$ cat src/rtl/int_entry_seq.sv
// Interrupt-entry sequencer: pushes PC/SR, acknowledges the winner, fetches the
// vector and loads PC; also runs the reset-vector fetch after a device reset.
module int_entry_seq #(
  parameter logic [15:0] VEC_BASE     = 16'hFF80,
  parameter logic [15:0] SR_KEEP_MASK = 16'h0040
) (
  input  logic        MCLK,
  input  logic        RSTn,
  input  logic        reset,
  input  logic        NMI,
  input  logic        INT,
  input  logic [5:0]  IntAddrLSBs,
  input  logic        InstrBoundary,
  input  logic [15:0] PC,
  input  logic [15:0] SR,
  input  logic [15:0] SP,
  input  logic [15:0] MDBin,
  output logic        Busy,
  output logic        INTACK,
  output logic [15:0] MAB,
  output logic [15:0] MDBout,
  output logic        MW,
  output logic        MR,
  output logic        PC_load,
  output logic [15:0] PC_next,
  output logic        SR_load,
  output logic [15:0] SR_next,
  output logic        SP_load,
  output logic [15:0] SP_next
);

  // state    | meaning
  // IDLE     | waiting for reset or an accepted request at an instruction boundary
  // PUSH_PC  | write saved PC to SP-2
  // PUSH_SR  | write saved SR to SP-4
  // ACK      | INTACK, latch vector index, clear SR, commit SP-4
  // VEC      | read vector word
  // LOAD     | load PC from vector word
  // RST_HOLD | device reset asserted, core held
  // RST_VEC  | read reset vector at 0xFFFE, acknowledge
  // RST_LOAD | load PC from reset vector, clear SR
  typedef enum logic [3:0] {
    IDLE, PUSH_PC, PUSH_SR, ACK, VEC, LOAD, RST_HOLD, RST_VEC, RST_LOAD
  } state_t;

  state_t      state_q, state_d;
  logic [15:0] pc_q, pc_d;
  logic [15:0] sr_q, sr_d;
  logic [15:0] sp_q, sp_d;
  logic [5:0]  vec_q, vec_d;

  always_ff @(posedge MCLK) begin
    if (!RSTn) begin
      state_q <= IDLE;
      pc_q    <= 16'h0000;
      sr_q    <= 16'h0000;
      sp_q    <= 16'h0000;
      vec_q   <= 6'd0;
    end else begin
      state_q <= state_d;
      pc_q    <= pc_d;
      sr_q    <= sr_d;
      sp_q    <= sp_d;
      vec_q   <= vec_d;
    end
  end

  always_comb begin
    state_d = state_q;
    pc_d    = pc_q;
    sr_d    = sr_q;
    sp_d    = sp_q;
    vec_d   = vec_q;
    Busy    = 1'b0;
    INTACK  = 1'b0;
    MAB     = 16'h0000;
    MDBout  = 16'h0000;
    MW      = 1'b0;
    MR      = 1'b0;
    PC_load = 1'b0;
    PC_next = 16'h0000;
    SR_load = 1'b0;
    SR_next = 16'h0000;
    SP_load = 1'b0;
    SP_next = 16'h0000;

    case (state_q)
      IDLE: begin
        if (reset) begin
          state_d = RST_HOLD;
        end else if (InstrBoundary && (NMI || (INT && SR[3]))) begin
          pc_d    = PC;
          sr_d    = SR;
          sp_d    = SP;
          state_d = PUSH_PC;
        end
      end
      // In entry states a sampled reset abandons the cycle's bus/load activity.
      PUSH_PC: begin
        Busy = 1'b1;
        if (reset) begin
          state_d = RST_HOLD;
        end else begin
          MW      = 1'b1;
          MAB     = sp_q - 16'd2;
          MDBout  = pc_q;
          state_d = PUSH_SR;
        end
      end
      PUSH_SR: begin
        Busy = 1'b1;
        if (reset) begin
          state_d = RST_HOLD;
        end else begin
          MW      = 1'b1;
          MAB     = sp_q - 16'd4;
          MDBout  = sr_q;
          state_d = ACK;
        end
      end
      ACK: begin
        Busy = 1'b1;
        if (reset) begin
          state_d = RST_HOLD;
        end else begin
          INTACK  = 1'b1;
          vec_d   = IntAddrLSBs;
          SR_load = 1'b1;
          SR_next = sr_q & SR_KEEP_MASK;
          SP_load = 1'b1;
          SP_next = sp_q - 16'd4;
          state_d = VEC;
        end
      end
      VEC: begin
        Busy = 1'b1;
        if (reset) begin
          state_d = RST_HOLD;
        end else begin
          MR      = 1'b1;
          MAB     = VEC_BASE | {9'd0, vec_q, 1'b0};
          state_d = LOAD;
        end
      end
      LOAD: begin
        Busy = 1'b1;
        if (reset) begin
          state_d = RST_HOLD;
        end else begin
          PC_load = 1'b1;
          PC_next = MDBin;
          state_d = IDLE;
        end
      end
      RST_HOLD: begin
        Busy = 1'b1;
        if (!reset) state_d = RST_VEC;
      end
      RST_VEC: begin
        Busy    = 1'b1;
        MR      = 1'b1;
        MAB     = VEC_BASE | 16'h007E;
        INTACK  = 1'b1;
        state_d = RST_LOAD;
      end
      RST_LOAD: begin
        Busy    = 1'b1;
        PC_load = 1'b1;
        PC_next = MDBin;
        SR_load = 1'b1;
        SR_next = 16'h0000;
        state_d = IDLE;
      end
      default: state_d = IDLE;
    endcase
  end

endmodule

$ cat config.mk
export PLATFORM = sky130hd
export DESIGN_NAME = int_entry_seq
export DESIGN_NICKNAME = d
export VERILOG_FILES = /design/src/rtl/int_entry_seq.sv
export SDC_FILE = /design/constraint.sdc
export NUM_CORES = 1
export LEC_CHECK = 0
export ABC_CLOCK_PERIOD_IN_PS = 2900
export CAP_MARGIN = 10
export CORE_ASPECT_RATIO = 0.7
export CORE_UTILIZATION = 42
export DETAILED_ROUTE_END_ITERATION = 8
export PLACE_DENSITY_LB_ADDON = 0.05
export SYNTH_ARGS = -nofsm -noshare
export SYNTH_HDL_FRONTEND = slang
export SYNTH_SLANG_ARGS = --single-unit
$ cat constraint.sdc
create_clock -name MCLK -period 2.9 [get_ports MCLK]
set_input_delay 0.58 -clock MCLK [delete_from_list [all_inputs] [get_ports MCLK]]
set_output_delay 0.58 -clock MCLK [all_outputs]
set_load 0.03 [all_outputs]
==> results of run 1 <==
## power by group
group | total, uW | switching, uW | internal (uW)
Combinational | 629 | 320 | 309
Clock | 1070 | 363 | 710
Sequential | 839 | 18.9 | 820
## critical path: cells and delay by family, from the launching register on
kind / cells / cell delay (ns)
compound gates: 1 / 0.22
xor+xnor: 1 / 0.15
fa+ha+maj: 1 / 0.15
buf+inv: 3 / 0.43
flops: 1 / 0.31
simple gates: 3 / 0.65
## kinds of logic after synthesis
logic type               after synthesis  share of synthesized area
buffers and inverters                 60                    0.09461
other                                  1                   0.001054
AND/OR/NAND/NOR                      211                     0.2853
AO/OA/AOI/OAI                        114                     0.2413
adder cells (fa/ha/maj)                2                   0.007034
XOR/XNOR                              18                    0.04432
flip-flops                            58                     0.3264
## cell usage in the layout, fill, tap and decap left out, types with 5 or more instances in the layout
master / n
sky130_fd_sc_hd__nand2_1: 121
sky130_fd_sc_hd__buf_4: 111
sky130_fd_sc_hd__clkdlybuf4s50_1: 75
sky130_fd_sc_hd__dfxtp_1: 57
sky130_fd_sc_hd__a21boi_0: 53
sky130_fd_sc_hd__nor2_1: 26
sky130_fd_sc_hd__and2_1: 21
sky130_fd_sc_hd__a22o_1: 16
sky130_fd_sc_hd__conb_1: 15
sky130_fd_sc_hd__a21oi_1: 10
sky130_fd_sc_hd__xor2_1: 9
sky130_fd_sc_hd__xnor2_1: 9
sky130_fd_sc_hd__clkbuf_16: 9
sky130_fd_sc_hd__o221ai_1: 6
sky130_fd_sc_hd__a31o_2: 5
sky130_fd_sc_hd__nand2b_1: 5
sky130_fd_sc_hd__o21ai_0: 5
sky130_fd_sc_hd__buf_12: 5
## final timing paths
kind	slack [ns]	end	start
worst min register to register	0.46	sr_q[14]	sr_q[14]
worst max-delay path	0.08	MAB[14]	sp_q[3]
worst min-delay path	0.46	sr_q[14]	sr_q[14]
worst max register to register	1.05	sp_q[4]	state_q[3]
## state kept, by name, summed over array words and instances (netlist names)
signal,flops
pc_q,16
sp_q,16
sr_q,16
vec_q,6
state_q,4
## layout make-up
type | instances | area [um^2]
fillers | 678 | 2530
multi-input cells | 360 | 2176
repair buffers | 194 | 1710
flip-flops and latches | 58 | 1162
clock buffers | 12 | 256.5
well taps | 101 | 126.4
clock inverters | 4 | 50.05
inverters | 7 | 28.78
## what timing repair did
item,in CTS,in global routing
setup buffers,1,5
resized for setup,12,11
endpoints found under the setup margin,10,9
pin swaps,1,6
## layer usage
layer	part of all wire	wire length, um	up-vias
li1	-	-	1864
met1	0.46	5120	1794
met2	0.46	5040	163
met3	0.068	754	8
met4	0.0090	99	0
met5	0	0	-
## stage by stage
step / TNS (ns) / worst slack [ns] / hold WS [ns]
after detailed placement: -0.4530 / -0.1286 / 0.4528
final: 0 / 0.08095 / 0.4602
after global routing: -0.07954 / -0.05686 / 0.4751
after CTS: 0 / 0.01101 / 0.4600
after floorplan: 0 / 0.08928 / 0.4353
after global placement: -0.2225 / -0.1019 / 0.4466
==> out/results.txt, run 1 <==
status: finished, violations left
critical path startpoint category: flip-flop
maximum number of pins on one net before global-route repair: 58
clock network latency to the later pin of the worst-skew pair: 0.32 ns
most used flip-flop cell after synthesis: sky130_fd_sc_hd__dfxtp_1
GPL Wtd Cong: 0.9131
total via count in the routed design: 3829
setup repair after global routing missed its margin: true
area of the die: 8847 um^2
distinct cell type count of the synthesized netlist: 53
top cells by count, synth: 122 x sky130_fd_sc_hd__nand2_1, 58 x sky130_fd_sc_hd__dfxtp_1, 53 x sky130_fd_sc_hd__a21boi_0
via count normalized by instance count: 5.202
Setup Skew: 0.003584 ns
type of the setup path with the least slack: flip-flop to output port
clock root buffer: sky130_fd_sc_hd__clkbuf_16
mapped cell area: 3557 um^2
number of antenna violations at the first check in global routing: 0
routed wirelength normalized by instance count: 14.97 um
total overflow reported by the global router: 0
Leak Pwr: 0.002353 uW
final antenna-violating net count: 0
CTS Hold Bufs: 0
clock sinks: 58
die width: 112.0 um
wire length of the first global-routing pass: 17370 um
Port Buffer Count: 147
GR peak layer: met2
Largest stage delay, worst path: 0.31 ns
H-Tree Level Count: 3
wire length reported by the detailed router: 11020 um
maximum fanout along the worst path: 5
Max rail drop VDD: 0.0002796 V
post-layout total power: 2541 uW
met1 usage in global routing: 0.3326
asr flop ratio synth: 0
register bit total from synthesis: 58
sequential cell area fraction in the yosys report: 0.3264
number of warnings issued by yosys: 0
Finished Core Util: 0.6853
CORE AREA: 8040 um^2
DRC violations left: 10
CTS tree: yes
Hold Path Depth: 2
number of CTS-inserted buffers: 9
synthesized netlist cell count: 464
clock buffer depth: 2
endpoint required time on the critical path: 2.32 ns
num ports: 163
top-count cell post-synth: sky130_fd_sc_hd__nand2_1
maximum frequency from static timing analysis: 354.7 MHz
area growth from synthesis to final layout: 54.91%
sort of element at the end of the critical path: output port
Final period util: 0.9721
max-slew violation count: 0
violations in the final reports: design-rule violations
first-iteration detailed-routing DRC count: 331
final non-filler cell area: 5510 um^2
GRT Util Overall: 0.2471
Post-synth EDFFs: 0
Antenna Diode Count: 0
number of iterations in the first detailed-routing pass: 6
Pwr per Cell Area: 461.2 nW/um^2
Net count, final: 708
floorplan row count: 27
share of the synthesized area in the top cell type: 0.3264
Post-Synthesis Mean Instance Area: 7.666 um^2
final hold vios: 0
minimum clock period after layout: 2.819 ns
Layout Cells excl Fill: 736
Die Y: 79.00 um
list of cells traversed by the critical path: buf_4 > inv_2 > ha_4 > nor3b_4 > and3_4 > nand3_1 > xor2_1 > o221ai_1 > buf_4
most frequent CP cell: sky130_fd_sc_hd__buf_4
clock transition at the register clock pins on the worst setup and hold paths after CTS: 0.05 ns
Initial Utilization: 0.4424
fraction of layout cells with a size suffix above 1: 0.2551
slowest stage cell, crit path: sky130_fd_sc_hd__dfxtp_1
global-route track usage on met2: 0.4000
cell area after placement: 5101 um^2
Detail Placement HPWL: 7948 um
count of placed standard cells including taps: 714
met3 usage in global routing: 0.06183
Crit path arrival time: 2.24 ns
Final Setup Violations: 0
type of the worst min-delay path: flip-flop to flip-flop
r2r worst-path depth: 6
number of max-capacitance violations reported: 0
biggest area consumer among synthesized cells: sky130_fd_sc_hd__dfxtp_1
vias in the first global route: 3568
ranking of synthesized cells by area: sky130_fd_sc_hd__dfxtp_1 33%, sky130_fd_sc_hd__nand2_1 13%, sky130_fd_sc_hd__a21boi_0 11%, sky130_fd_sc_hd__and2_1 4.0%, sky130_fd_sc_hd__buf_4 4.0%
(Power assumes the default switching activity.)
==> run 2: changes to the inputs <==
ABC_CLOCK_PERIOD_IN_PS = unset   (was 2900)
==> results of run 2 <==
No change in the layout: final DEF, timing and power equal those of run 1.
